$ cat src/rtl/proc_pkg.sv
// rtl/proc_pkg.sv - shared types and constants for the processor stage sequencer
package proc_pkg;

    typedef enum logic [1:0] {
        IDLE     = 2'd0,
        RUN      = 2'd1,
        WAIT_MFC = 2'd2,
        ERR      = 2'd3
    } seq_state_t;

    localparam int STAGE_FETCH = 1;
    localparam int STAGE_W     = 3;

endpackage

$ cat src/rtl/wait_timer.sv
// rtl/wait_timer.sv - loadable down-counter with zero flag for fetch hold and MFC timeout
module wait_timer #(
    parameter int W = 8
) (
    input  logic         clk_i,
    input  logic         rst_ni,
    input  logic         load_i,
    input  logic [W-1:0] load_val_i,
    input  logic         dec_i,
    output logic         zero_o
);

    logic [W-1:0] count_q;
    logic [W-1:0] count_d;

    always_comb begin
        count_d = count_q;
        if (load_i) begin
            count_d = load_val_i;
        end else if (dec_i && (count_q != '0)) begin
            count_d = count_q - 1'b1;
        end
    end

    always_ff @(posedge clk_i or negedge rst_ni) begin
        if (!rst_ni) begin
            count_q <= '0;
        end else begin
            count_q <= count_d;
        end
    end

    assign zero_o = (count_q == '0);

endmodule

$ cat src/rtl/stage_sequencer.sv
// rtl/stage_sequencer.sv - multi-cycle stage sequencer with fetch hold, MFC wait and step mode
module stage_sequencer
    import proc_pkg::*;
#(
    parameter int NUM_STAGES  = 5,
    parameter int MEM_STAGE   = 4,
    parameter int FETCH_WAIT  = 0,
    parameter int MFC_TIMEOUT = 15
) (
    input  logic               Clock,
    input  logic               Reset_L,
    input  logic               Run,
    input  logic               Step_Mode,
    input  logic               Step,
    input  logic               Mem_Access,
    input  logic               RAM1_MFC,
    input  logic               Clear_Err,
    output logic [STAGE_W-1:0] Stage,
    output logic [7:0]         Stage_OneHot,
    output logic               Stage_Advance,
    output logic               Mem_Req,
    output logic               Stall,
    output logic               Instr_Done,
    output logic               Timeout_Err,
    output logic [31:0]        Cycle_Count,
    output logic [31:0]        Instr_Count
);

    // One extra bit so that stage index 8 is representable internally.
    typedef logic [STAGE_W:0] stage_t;

    localparam stage_t     FIRST_STAGE = stage_t'(STAGE_FETCH);
    localparam stage_t     LAST_STAGE  = stage_t'(NUM_STAGES);
    localparam stage_t     PRE_MEM     = stage_t'(MEM_STAGE - 1);
    localparam stage_t     POST_MEM    = stage_t'(MEM_STAGE + 1);
    localparam logic [7:0] FETCH_LOAD  = 8'(FETCH_WAIT);
    localparam logic [7:0] MFC_LOAD    = 8'(MFC_TIMEOUT - 1);

    seq_state_t  state_q, state_d;
    stage_t      stage_q, stage_d;
    logic        arm_q, arm_d;
    logic        err_q, err_d;
    logic [31:0] ccnt_q, ccnt_d;
    logic [31:0] icnt_q, icnt_d;

    logic        tmr_load;
    logic [7:0]  tmr_val;
    logic        tmr_dec;
    logic        tmr_zero;
    logic        advance;
    logic        go;
    logic        active;

    wait_timer #(.W(8)) u_wait_timer (
        .clk_i      (Clock),
        .rst_ni     (Reset_L),
        .load_i     (tmr_load),
        .load_val_i (tmr_val),
        .dec_i      (tmr_dec),
        .zero_o     (tmr_zero)
    );

    always_comb begin
        state_d  = state_q;
        stage_d  = stage_q;
        arm_d    = arm_q;
        err_d    = err_q;
        ccnt_d   = ccnt_q;
        icnt_d   = icnt_q;
        tmr_load = 1'b0;
        tmr_val  = FETCH_LOAD;
        tmr_dec  = 1'b0;
        advance  = 1'b0;
        go       = 1'b0;

        case (state_q)
            IDLE: begin
                if (Run && (!Step_Mode || arm_q)) begin
                    go       = 1'b1;
                    state_d  = RUN;
                    stage_d  = FIRST_STAGE;
                    tmr_load = 1'b1;
                end
            end
            RUN: begin
                ccnt_d = ccnt_q + 32'd1;
                if ((stage_q == FIRST_STAGE) && !tmr_zero) begin
                    tmr_dec = 1'b1;
                end else begin
                    advance = 1'b1;
                end
                if (advance) begin
                    if (stage_q == LAST_STAGE) begin
                        icnt_d = icnt_q + 32'd1;
                        if (Run && !Step_Mode && !err_q) begin
                            stage_d  = FIRST_STAGE;
                            tmr_load = 1'b1;
                        end else begin
                            state_d = IDLE;
                            stage_d = '0;
                        end
                    end else if ((stage_q == PRE_MEM) && Mem_Access) begin
                        state_d  = WAIT_MFC;
                        stage_d  = stage_q + stage_t'(1);
                        tmr_load = 1'b1;
                        tmr_val  = MFC_LOAD;
                    end else begin
                        stage_d = stage_q + stage_t'(1);
                    end
                end
            end
            WAIT_MFC: begin
                ccnt_d = ccnt_q + 32'd1;
                // MFC is checked before the timeout so a late MFC still completes.
                if (RAM1_MFC) begin
                    advance = 1'b1;
                    state_d = RUN;
                    stage_d = POST_MEM;
                end else if (tmr_zero) begin
                    state_d = ERR;
                    stage_d = '0;
                    err_d   = 1'b1;
                end else begin
                    tmr_dec = 1'b1;
                end
            end
            ERR: begin
                if (Clear_Err) begin
                    state_d = IDLE;
                    err_d   = 1'b0;
                end
            end
            default: begin
                state_d = IDLE;
                stage_d = '0;
            end
        endcase

        if (go) begin
            arm_d = 1'b0;
        end else if (Step && ((state_q == IDLE) || (state_q == RUN))) begin
            arm_d = 1'b1;
        end
    end

    always_ff @(posedge Clock or negedge Reset_L) begin
        if (!Reset_L) begin
            state_q <= IDLE;
            stage_q <= '0;
            arm_q   <= 1'b0;
            err_q   <= 1'b0;
            ccnt_q  <= '0;
            icnt_q  <= '0;
        end else begin
            state_q <= state_d;
            stage_q <= stage_d;
            arm_q   <= arm_d;
            err_q   <= err_d;
            ccnt_q  <= ccnt_d;
            icnt_q  <= icnt_d;
        end
    end

    assign active = (state_q == RUN) || (state_q == WAIT_MFC);

    always_comb begin
        Stage        = '0;
        Stage_OneHot = '0;
        if (active) begin
            Stage        = stage_q[STAGE_W-1:0];
            Stage_OneHot = 8'd1 << (stage_q - stage_t'(1));
        end
    end

    assign Stage_Advance = advance;
    assign Mem_Req       = (state_q == WAIT_MFC);
    assign Stall         = ((state_q == RUN) && (stage_q == FIRST_STAGE) && !tmr_zero)
                         || (state_q == WAIT_MFC);
    assign Instr_Done    = (state_q == RUN) && (stage_q == LAST_STAGE);
    assign Timeout_Err   = err_q;
    assign Cycle_Count   = ccnt_q;
    assign Instr_Count   = icnt_q;

endmodule

$ cat config.mk
export PLATFORM = sky130hd
export DESIGN_NAME = stage_sequencer
export DESIGN_NICKNAME = d
export VERILOG_FILES = /design/src/rtl/proc_pkg.sv /design/src/rtl/wait_timer.sv /design/src/rtl/stage_sequencer.sv
export SDC_FILE = /design/constraint.sdc
export NUM_CORES = 1
export LEC_CHECK = 0
export BUFFER_PORTS_ARGS = -buffer_cell sky130_fd_sc_hd__buf_2
export CORE_MARGIN = 4
export CORE_UTILIZATION = 30
export DETAILED_ROUTE_END_ITERATION = 16
export PLACE_DENSITY = 0.57
export SETUP_SLACK_MARGIN = 0.15
export SYNTH_ARGS = -nofsm -noshare
export SYNTH_HDL_FRONTEND = slang
export SYNTH_SLANG_ARGS = --single-unit
$ cat constraint.sdc
create_clock -name Clock -period 3.95 [get_ports Clock]
set_input_delay 0.79 -clock Clock [delete_from_list [all_inputs] [get_ports Clock]]
set_output_delay 0.79 -clock Clock [all_outputs]
set_load 0.02 [all_outputs]
Yosys cells after proc, flatten, opt, wreduce, memory -nomap -nowiden
Index checks and enable logic that the tools add are counted.
- $add $sub $neg: 5
- eq/ne operators: 14
- shift operators: 1
- muxes and demuxes: 45
- reductions and logical operators: 29
- operators with widths (operator ; number):
    $add 32x1->32 const B ; 2
    $mux 4 ; 9
    $mux 8 ; 3
    $mux 1 ; 18
    $mux 2 ; 8
    $pmux 4 s3 ; 1
    $logic_and 1x1->1 ; 10
    $logic_not 8->1 ; 1
    $ne 2x2->1 const B ; 4
    $pmux 1 s2 ; 4
    $pmux 2 s4 ; 1
    $reduce_and 4->1 ; 2
    $reduce_bool 8->1 ; 1
    $shl 1x4->8 const A ; 1
    $sub 8x1->8 const B ; 1
    $ne 3x3->1 const B ; 2
    $reduce_and 6->1 ; 1
    $reduce_bool 2->1 ; 3
    $add 4x1->4 const B ; 1
    $eq 2x2->1 const B ; 2
    $eq 4x1->1 const B ; 1
    $eq 4x2->1 const B ; 1
    $eq 4x3->1 const B ; 1
    $logic_or 1x1->1 ; 4
    other kinds (10) ; 12
- register bits after elaboration: 80
- output and inout port bits: 80
- word-level logic and storage cells: 101

Logic depth before layout (Yosys ltp)
Gate-level depths: netlist of run 1.
- word-level depth: 8
- gate-level depth with buffers: 8
- mapped depth without buffers: 6

Hierarchy
From an unflattened synthesis of run 1, not the netlist that was laid out.
- cell total of the unflattened synthesis: 431
- area total of the unflattened synthesis: 4494.3 um^2
- modules (own cells, without submodules) (module ; times used ; cells an instance ; area an instance (um^2) ; seq. area each (um^2)):
    stage_sequencer ; 1 ; 373 ; 3966.3 ; 1801.7
    wait_timer ; 1 ; 58 ; 528.0 ; 200.2

Worst setup path before layout of run 1
OpenSTA, ideal clock, no wires.
- path type: register -> output
- from: register u_wait_timer.count_q[0]
- to: output port Stage_Advance
- data arrival time: 1.960 ns
- required time: 3.160 ns
- path slack: 1.200 ns
- stages on the path, launching flop included: 8
- path buffers: 1
- path through: dfrtp_1 -> inv_1 -> ha_1 -> or3b_1 -> clkbuf_1 -> o211ai_1 -> nand2_1 -> a21boi_0
- word-level cells in the longest chain between the ends: 6
- RTL lines (item ; line ; source):
    start, declared ; wait_timer.sv:13 ; logic [W-1:0] count_q;
    start signal, assigned ; wait_timer.sv:29 ; count_q <= count_d;
    $logic_not 8->1 ; wait_timer.sv:33 ; assign zero_o = (count_q == '0);
    $logic_not 1->1 ; stage_sequencer.sv:87 ; if ((stage_q == FIRST_STAGE) && !tmr_zero) begin
    $logic_and 1x1->1 ; stage_sequencer.sv:87 ;
    $mux 1 ; stage_sequencer.sv:87 ;
    $mux 1 ; stage_sequencer.sv:76 ; case (state_q)
    $pmux 1 s2 ; stage_sequencer.sv:76 ;
    end, declared ; stage_sequencer.sv:20 ; output logic Stage_Advance,
Every way passes these cells. The select of a mux whose other input is x is not followed.

Worst setup path after layout of run 1
- from: register state_q[1]
- to: output port Instr_Done
- word-level cells in the longest chain between the ends: 2
- RTL lines (item ; line ; source):
    start, declared ; stage_sequencer.sv:39 ; seq_state_t state_q, state_d;
    start signal, assigned ; stage_sequencer.sv:155 ; state_q <= state_d;
    $eq 2x1->1 ; stage_sequencer.sv:179 ; assign Instr_Done = (state_q == RUN) && (stage_q == LAST_STAGE);
    $logic_and 1x1->1 ; stage_sequencer.sv:179 ;
    end, declared ; stage_sequencer.sv:23 ; output logic Instr_Done,
Every way passes these cells.

==> results.toml, run 1 <==
[outcome]
outcome = "completed"

[global_route]
antenna_found_initial = 0
grt_first_pass_wirelength_mm = 17.5
grt_usage = 0.132
grt_pass1_vias = 3503
grt_max_degree = 81
grt-ovfl-total = 0

[place]
dp.cells = 674
port_buffers = 87
place_congestion = 0.849
dp_slack_ns = 1.12
dp_hpwl_mm = 7.32

[final_layout]
areaGrowthSynthToFinish_pct = 21.0
layout.cells.non_filler = 690
num-nets-final = 529
antennaDiodeCount = 0
drive_above_1_share = 0.224

[power]
p_switching_uw = 1210
power.density_mw_per_mm2 = 580
seqPwrFrac = 0.354
swShare = 0.400
p_clk_frac = 0.269
leakagePower_uw = 0.00250
power_frac_comb = 0.377
p_int_uw = 1810
ir_worst_vdd_uv = 272

[worst_setup_path]
endpoint = "Instr_Done"
crit_required_ns = 3.16
r2r_end = "Cycle_Count[31]$_DFFE_PN0N_"
critical_path_class = "reg2out"
crit_path_max_fanout = 16
cp-start-kind = "flop"
arrival_ns = 2.31
timing.rr.start = "state_q[1]$_DFFE_PN0P_"
cp-end-kind = "output pin"
r2r_cells = 6
reg2reg_slack_ns = 1.15
startpoint = "state_q[1]$_DFFE_PN0P_"

[sta]
slew_violations = 0
setup_viol = 0
final_hold_viol_count = 0
tns_ns = 0
fin_ws_ns = 0.853
grt_setup_unrepaired = "false"
relSlewSlack = 0.271
tightest_slew_ns = 1.08
fmax_ghz = 0.323
period_share = 0.784
worst_clock_skew_ns = 0.00856
min_period_ns = 3.10

[detailed_routing]
top_layer = "met4"
avgViaCountPerCell = 5.11
wl_met1_mm = 4.77
vias = 3528
dr_wl_met2_mm = 4.71
wl_per_cell_um = 14.8
dr_wl_met3_um = 572
drt_pass1_iterations = 6
routed_wl_mm = 10.2
drt_iter0_markers = 183
drc = 0
antenna_left = 0

[floorplanning]
dieArea_mm2 = 0.0163
start_util = 0.308
rows = 43
die_w_um = 128
io_pins = 88
coreArea_mm2 = 0.0139
fp.dieH_um = 128

[synth]
yosysSeqAreaShare = 0.467
synthArstFlopShare = 1.00
syn_inst = 420
ys.flop_type = "dfrtp_1"
synth_area_per_cell_um2 = 10.2
synthesis.nets = 444
syn_area_mm2 = 0.00429
ys_ff_latch = 80
yosys_warnings = 0
synth_cell_type_count = 54
synth_edf_count = 0

[clock_network]
path_clk_slew_ns = 0.06
cts_tree = "built"
post_cts_buffers = 0
ctsHtreeMaxLevel = 3
cts_root_buf = "clkbuf_16"
cts_buffer_depth = 2
postCtsHoldBufs = 0
cts_resized = 0
numCtsBuffers = 9
numClockSinks = 80
insertion_delay_ns = 0.34

[min_path]
worstHoldPathType = "reg2reg"

[run]
maxCapViolCount = 0
==> power by group through the flow <==
stage / clock [uW] / sequential, uW / combinational [uW]
floorplan: 0 / 1100 / 823
finish: 810 / 1070 / 1130
global route: 873 / 1090 / 1270
detailed placement: 0 / 1080 / 1140
global placement: 0 / 1070 / 1110
CTS: 839 / 1070 / 1140
==> worst min-delay path by stage <==
stage	cells past startpoint	slack, ns	to	startpoint
3_5_place_dp	1	0.46	Instr_Count[31]$_DFFE_PN0P_	Instr_Count[31]$_DFFE_PN0P_
5_1_grt	1	0.49	Cycle_Count[31]$_DFFE_PN0N_	Cycle_Count[31]$_DFFE_PN0N_
6_report	1	0.47	Cycle_Count[31]$_DFFE_PN0N_	Cycle_Count[31]$_DFFE_PN0N_
4_1_cts	1	0.47	Instr_Count[31]$_DFFE_PN0P_	Instr_Count[31]$_DFFE_PN0P_
2_1_floorplan	2	0.48	arm_q$_DFFE_PN0P_	arm_q$_DFFE_PN0P_
3_3_place_gp	1	0.46	Instr_Count[31]$_DFFE_PN0P_	Instr_Count[31]$_DFFE_PN0P_
==> stage by stage <==
step / instance area (um2) / hold slack (ns) / power, uW / util
floorplan: 4290 / 0.482 / 1920 / -
global placement: 4900 / 0.459 / 2190 / 0.352
detailed placement: 4900 / 0.464 / 2220 / 0.352
CTS: 5190 / 0.473 / 3050 / 0.372
global route: 5190 / 0.493 / 3230 / 0.372
finish: 5190 / 0.472 / 3010 / 0.372
==> area by class of cell <==
| cell class | instances | area (um2) |
|---|---|---|
| repair buffers | 87 | 438 |
| flip-flops and latches | 80 | 2000 |
| well taps | 180 | 225 |
| multi-input cells | 307 | 2160 |
| clock buffers | 10 | 239 |
| fillers | 1400 | 8740 |
| clock inverters | 6 | 50.0 |
| inverters | 20 | 75.1 |
==> synth_stat cells (2+ instances only) <==
| cell type | instances | area, um2 |
|---|---|---|
| a21boi_0 | 2 | 15.0 |
| a32oi_1 | 2 | 17.5 |
| nor4_1 | 13 | 81.3 |
| nor4b_1 | 3 | 26.3 |
| clkbuf_1 | 10 | 37.5 |
| inv_1 | 20 | 75.1 |
| o21a_1 | 2 | 15.0 |
| xnor2_1 | 41 | 359 |
| nor3_1 | 13 | 65.1 |
| mux2_2 | 3 | 33.8 |
| o31ai_1 | 3 | 22.5 |
| or3_1 | 2 | 12.5 |
| nand3_1 | 26 | 130 |
| and4_1 | 5 | 43.8 |
| and4b_1 | 2 | 20.0 |
| and3_1 | 10 | 62.6 |
| o2111ai_1 | 4 | 35.0 |
| nor2_1 | 21 | 78.8 |
| xor2_1 | 22 | 193 |
| a21oi_1 | 7 | 35.0 |
| o211ai_1 | 4 | 30.0 |
| nand4_1 | 28 | 175 |
| nand2_1 | 30 | 113 |
| o21ai_0 | 5 | 25.0 |
| nor3b_1 | 2 | 15.0 |
| ha_1 | 16 | 200 |
| a32o_1 | 2 | 20.0 |
| and2_1 | 11 | 68.8 |
| nand2b_1 | 2 | 12.5 |
| or4_1 | 5 | 37.5 |
| mux2i_1 | 2 | 20.0 |
| dfrtp_1 | 80 | 2000 |
==> placed cells by master, fill, tap and decap left out, drive strengths merged, types with 2 or more instances in the layout <==
cell,synthesis,layout
nand2b,2,2
nand4,28,28
a32o,2,2
and4,5,5
o211ai,4,4
or4,6,6
dfrtp,80,80
o21ai,5,5
nand2,30,30
and3,10,10
mux2i,2,2
mux2,3,3
nor3,13,13
o2111ai,4,4
or3,2,2
a21oi,7,7
nor4b,3,3
buf,3,87
nor4,13,13
xor2,22,22
and2,11,11
nand3,26,26
a32oi,2,2
clkinv,0,2
o221ai,2,2
inv,20,23
and4b,2,2
nor2,21,21
ha,16,16
o21a,2,2
xnor2,41,41
clkbuf,10,10
a21boi,2,2
o31ai,3,3
nor3b,2,2
==> critical path, cell delays in order, from the launching register on <==
cell     delay [ns]
dfrtp_1        0.41
inv_1          0.11
ha_1           0.50
and4b_1        0.67
buf_2          0.28
==> cell families after synthesis <==
group           Yosys count  share of synthesized area
buf+inv                  33                     0.0309
mux                       5                     0.0125
fa+ha+maj                16                     0.0467
simple gates            182                      0.239
xor+xnor                 63                      0.129
compound gates           41                     0.0753
flops                    80                      0.467
==> per-layer routing <==
layer / global-route usage / up-vias
li1: - / 1702
met1: 0.178 / 1718
met2: 0.202 / 94
met3: 0.0401 / 14
met4: 0.0443 / 0
met5: 0 / -
==> flip-flops by register name (all words and copies together), names as in the netlist <==
name / cells
Timeout_Err: 1
Instr_Count: 32
stage_q: 4
state_q: 2
Cycle_Count: 32
arm_q: 1
u_wait_timer.count_q: 8
No activity file was read; power rests on OpenSTA's default activity.
==> run 2, diff against run 1 <==
==> constraint.sdc (replaced) <==
create_clock -name Clock -period 2.9 [get_ports Clock]
set_input_delay 0.58 -clock Clock [delete_from_list [all_inputs] [get_ports Clock]]
set_output_delay 0.58 -clock Clock [all_outputs]
set_load 0.02 [all_outputs]
==> results.toml, run 2 (synthesis gave the netlist of run 1 again) <==
[worst_setup_path]
critical_path_class = "reg2out"
cp.depth = 5
cp-end-kind = "output pin"
cpMaxStageDelayCell = "or4_4"
critPathMaxStageDelay_ns = 0.63
crit_path_max_fanout = 9
r2r_cells = 6
crit_required_ns = 2.32
reg2reg_slack_ns = 0.55
arrival_ns = 2.01
startpoint = "u_wait_timer.count_q[4]$_DFFE_PN0P_"
timing.rr.start = "state_q[0]$_DFFE_PN0P_"
endpoint = "Stage_Advance"
cp_cell_sequence = "or4_4 > o211ai_1 > nand2_1 > a21boi_1 > buf_4"
cp-start-kind = "flop"
path_buf_inv = 1
cpLargestDelayFamily = "simple AND/OR/NAND/NOR gates"
r2r_end = "u_wait_timer.count_q[4]$_DFFE_PN0P_"

[power]
power.density_mw_per_mm2 = 806
p_int_uw = 2620
power_frac_comb = 0.389
leakagePower_uw = 0.00257
p_switching_uw = 1670
p_clk_frac = 0.270
seqPwrFrac = 0.341
ir_worst_vdd_uv = 382
swShare = 0.390

[sta]
period_share = 0.895
worst_clock_skew_ns = 0.00703
tightest_slew_ns = 0.628
grt_setup_unrepaired = "false"
slew_violations = 0
final_hold_viol_count = 0
relSlewSlack = 0.581
setup_viol = 0
min_period_ns = 2.59
tns_ns = 0
fmax_ghz = 0.385

[floorplanning]
start_util = 0.308
fp.dieH_um = 128
dieArea_mm2 = 0.0163
rows = 43
coreArea_mm2 = 0.0139
die_w_um = 128
io_pins = 88

[clock_network]
cts_tree = "built"
numClockSinks = 80
numCtsBuffers = 9
postCtsHoldBufs = 0
cts_root_buf = "clkbuf_16"
insertion_delay_ns = 0.34
ctsHtreeMaxLevel = 3
path_clk_slew_ns = 0.06
cts_buffer_depth = 2

[global_route]
grt_pass1_vias = 3524
grt_first_pass_wirelength_mm = 17.7
grt_max_degree = 46
grt_usage = 0.133
antenna_found_initial = 0
grt-ovfl-total = 0

[min_path]
worstHoldPathType = "in2async"

[final_layout]
num-nets-final = 540
final_common_cell = "buf_2"
antennaDiodeCount = 0
areaGrowthSynthToFinish_pct = 23.9
drive_above_1_share = 0.253
fin_area_mm2 = 0.00532
layout_common_cells = "buf_2, dfrtp_1, xnor2_1"

[detailed_routing]
avgViaCountPerCell = 5.08
routed_wl_mm = 10.4
drt_iter0_markers = 199
antenna_left = 0
drc = 0
wl_per_cell_um = 14.8
vias = 3564
drt_pass1_iterations = 4

[place]
dp_hpwl_mm = 7.52
port_buffers = 87
place_congestion = 0.784
placed_area_mm2 = 0.00497

[run]
maxCapViolCount = 0

[outcome]
outcome = "completed"
==> run 2: changes by cell type in the layout (fill, tap and decap cells not counted), sizes merged <==
cell	change
inv	-1
clkbuf	-1
bufinv	+1
buf	+11
clkinv	+1
==> run 2: worst min path at each step <==
stage | end | slack (ns)
floorplan | Cycle_Count[0]$_DFFE_PN0N_ | 0.28
global placement | Cycle_Count[31]$_DFFE_PN0N_ | 0.46
detailed placement | Instr_Count[31]$_DFFE_PN0P_ | 0.47
CTS | stage_q[2]$_DFFE_PN0P_ | 0.27
global route | state_q[1]$_DFFE_PN0P_ | 0.29
finish | state_q[1]$_DFFE_PN0P_ | 0.25
==> run 2: layer usage <==
layer | routed length, um | track usage
met1 | 4860 | 0.185
met2 | 4800 | 0.201
met3 | 544 | 0.0339
met4 | 150 | 0.0462
met5 | 0 | 0
==> run 2: area by class of cell <==
| class | instances | area (um2) |
|---|---|---|
| clock buffer | 9 | 225 |
| clock inverter | 7 | 80.1 |
| fill | 1397 | 8620 |
| inverter | 20 | 75.1 |
| multi-input combinational | 307 | 2170 |
| sequential | 80 | 2000 |
| tap | 180 | 225 |
| timing repair buffer | 98 | 536 |
==> run 2: power groups by stage <==
stage	registers [uW]	clock network, uW	logic (uW)
floorplan	1490	0	1120
global placement	1460	0	1560
detailed placement	1470	0	1600
CTS	1450	1200	1630
global route	1480	1250	1860
finish	1460	1160	1670
==> run 2: stage by stage <==
| step | power (uW) | util | hold slack [ns] | cells | setup slack (ns) |
|---|---|---|---|---|---|
| 5_1_grt | 4600 | 0.382 | 0.289 | 701 | 0.150 |
| 4_1_cts | 4290 | 0.380 | 0.265 | 699 | 0.161 |
| 3_3_place_gp | 3020 | 0.357 | 0.459 | 682 | 0.462 |
| 3_5_place_dp | 3070 | 0.357 | 0.469 | 682 | 0.377 |
| 6_report | 4290 | 0.382 | 0.245 | 701 | 0.306 |
| 2_1_floorplan | 2610 | - | 0.284 | 420 | 0.360 |
==> run 2: what timing repair did <==
action,4_1_cts,5_1_grt
pin swaps,1,4
setup buffers,1,2
resized for setup,2,8
cloned,0,0
endpoints found under the setup margin,2,6
==> run 3, diff against run 2 <==
--- a/config.mk
+++ b/config.mk
@@ -10,6 +10,7 @@
 export CORE_UTILIZATION = 30
 export DETAILED_ROUTE_END_ITERATION = 16
 export PLACE_DENSITY = 0.57
+export REMOVE_ABC_BUFFERS = 1
 export SETUP_SLACK_MARGIN = 0.15
 export SYNTH_ARGS = -nofsm -noshare
 export SYNTH_HDL_FRONTEND = slang
==> results.toml, run 3 (synthesis gave the netlist of run 1 again) <==
[sta]
setup_viol = 0
worst_clock_skew_ns = 0.00725
final_hold_viol_count = 0
tightest_slew_ns = 0.629
fin_ws_ns = 0.252
grt_setup_unrepaired = "false"
fmax_ghz = 0.378
relSlewSlack = 0.577
period_share = 0.913
tns_ns = 0
slew_violations = 0
holdWs_ns = 0.260
min_period_ns = 2.65

[worst_setup_path]
cpMaxStageDelayCell = "or4_4"
cp-end-kind = "output pin"
arrival_ns = 2.07
cp-start-kind = "flop"
critical_path_class = "reg2out"
cp_cell_sequence = "or4_4 > o211ai_1 > nand2_1 > a21boi_1 > buf_4"
crit_required_ns = 2.32
crit_path_max_fanout = 9
critPathMaxStageDelay_ns = 0.63

[final_layout]
n_fill_cell = 1409
layout_common_cells = "buf_2, dfrtp_1, xnor2_1"
regArea_mm2 = 0.00200
num-nets-final = 541
drive_above_1_share = 0.246
antennaDiodeCount = 0
fin_area_mm2 = 0.00528
areaGrowthSynthToFinish_pct = 23.1
final_common_cell = "buf_2"
multi_input_area_mm2 = 0.00217

[global_route]
grt-ovfl-total = 0
antenna_found_initial = 0
grt_max_degree = 81
grt_pass1_vias = 3490
grt_first_pass_wirelength_mm = 17.6
grt_usage = 0.132

[outcome]
outcome = "completed"

[place]
placed_area_mm2 = 0.00498
place_congestion = 0.810
dp_hpwl_mm = 7.44
dp_slack_ns = 0.374
port_buffers = 87

[min_path]
worstHoldPathType = "in2async"

[floorplanning]
rows = 43
io_pins = 88
fp.dieH_um = 128
die_w_um = 128
start_util = 0.308
dieArea_mm2 = 0.0163
coreArea_mm2 = 0.0139

[detailed_routing]
drt_iter0_markers = 137
drc = 0
routed_wl_mm = 10.4
avgViaCountPerCell = 5.03
antenna_left = 0
wl_per_cell_um = 14.9
drt_pass1_iterations = 4
vias = 3518

[clock_network]
insertion_delay_ns = 0.34
ctsHtreeMaxLevel = 3
numClockSinks = 80
cts_tree = "built"
path_clk_slew_ns = 0.06
cts_root_buf = "clkbuf_16"
cts_buffer_depth = 2
numCtsBuffers = 9

[power]
report.power.total_uw = 4160
power.density_mw_per_mm2 = 787
ir_worst_vdd_uv = 539
leakagePower_uw = 0.00255

[run]
maxCapViolCount = 0
==> run 3: cell types whose count changed in the layout (fill, tap and decap cells not counted) <==
| cell | delta |
|---|---|
| buf_4 | +1 |
| inv_2 | -1 |
| bufinv_16 | -1 |
| clkbuf_8 | +1 |
| inv_8 | -1 |
| clkinvlp_4 | +1 |
| inv_6 | -1 |
| and4b_1 | +1 |
| clkbuf_1 | +1 |
| inv_1 | +1 |
| clkinv_4 | -2 |
| and4b_2 | -1 |
==> run 3: power breakdown <==
part	internal [uW]	switching, uW	leakage [uW]
clock network	592	432	0.000123
logic	675	1000	0.00135
registers	1270	191	0.00108
==> run 3: repair_timing <==
action | in CTS | in global routing
endpoints found under the setup margin | 1 | 6
resized for setup | 1 | 7
hold buffers | 0 | 0
buffers inserted | 1 | 2
pin swaps | 1 | 1
==> run 3: per-layer routing <==
| layer | part of all wire | track usage | vias to the layer above |
|---|---|---|---|
| met4 | 0.011 | 0.0356 | 0 |
| met5 | 0 | 0 | - |
| met1 | 0.46 | 0.175 | 1717 |
| met2 | 0.46 | 0.207 | 74 |
| li1 | - | - | 1717 |
| met3 | 0.063 | 0.0464 | 10 |
==> run 3: area by class of cell <==
type                    instances  share of cell area
clock inverters                 3             0.00379
repair buffers                 99               0.103
flip-flops and latches         80               0.380
multi-input cells             307               0.411
clock buffers                  11              0.0460
inverters                      20              0.0142
well taps                     180              0.0427
==> run 3: critical path: cells and delay by family, from the launching register on <==
kind	cells	cell delay (ns)
AND/OR/NAND/NOR	2	0.71
buffers and inverters	1	0.17
flip-flops	1	0.41
AO/OA/AOI/OAI	2	0.44
==> run 3: path summary, 6_finish.rpt <==
| kind | startpoint | end | slack, ns | cells past startpoint |
|---|---|---|---|---|
| max | u_wait_timer.count_q[4]$_DFFE_PN0P_ | Stage_Advance | 0.25 | 5 |
| min | Reset_L | Instr_Count[13]$_DFFE_PN0P_ | 0.26 | 2 |
| max reg2reg | state_q[1]$_DFFE_PN0P_ | Cycle_Count[30]$_DFFE_PN0N_ | 0.51 | 7 |
| min reg2reg | Instr_Count[31]$_DFFE_PN0P_ | Instr_Count[31]$_DFFE_PN0P_ | 0.47 | 1 |
| max in group asynchronous | Reset_L | stage_q[0]$_DFFE_PN0P_ | 2.26 | 2 |
| min in group Clock | Instr_Count[31]$_DFFE_PN0P_ | Instr_Count[31]$_DFFE_PN0P_ | 0.47 | 1 |
==> run 3: through the flow <==
stage / instances / utilization
2_1_floorplan: 407 / -
3_3_place_gp: 683 / 0.357
3_5_place_dp: 683 / 0.357
4_1_cts: 698 / 0.377
5_1_grt: 700 / 0.379
6_report: 700 / 0.379
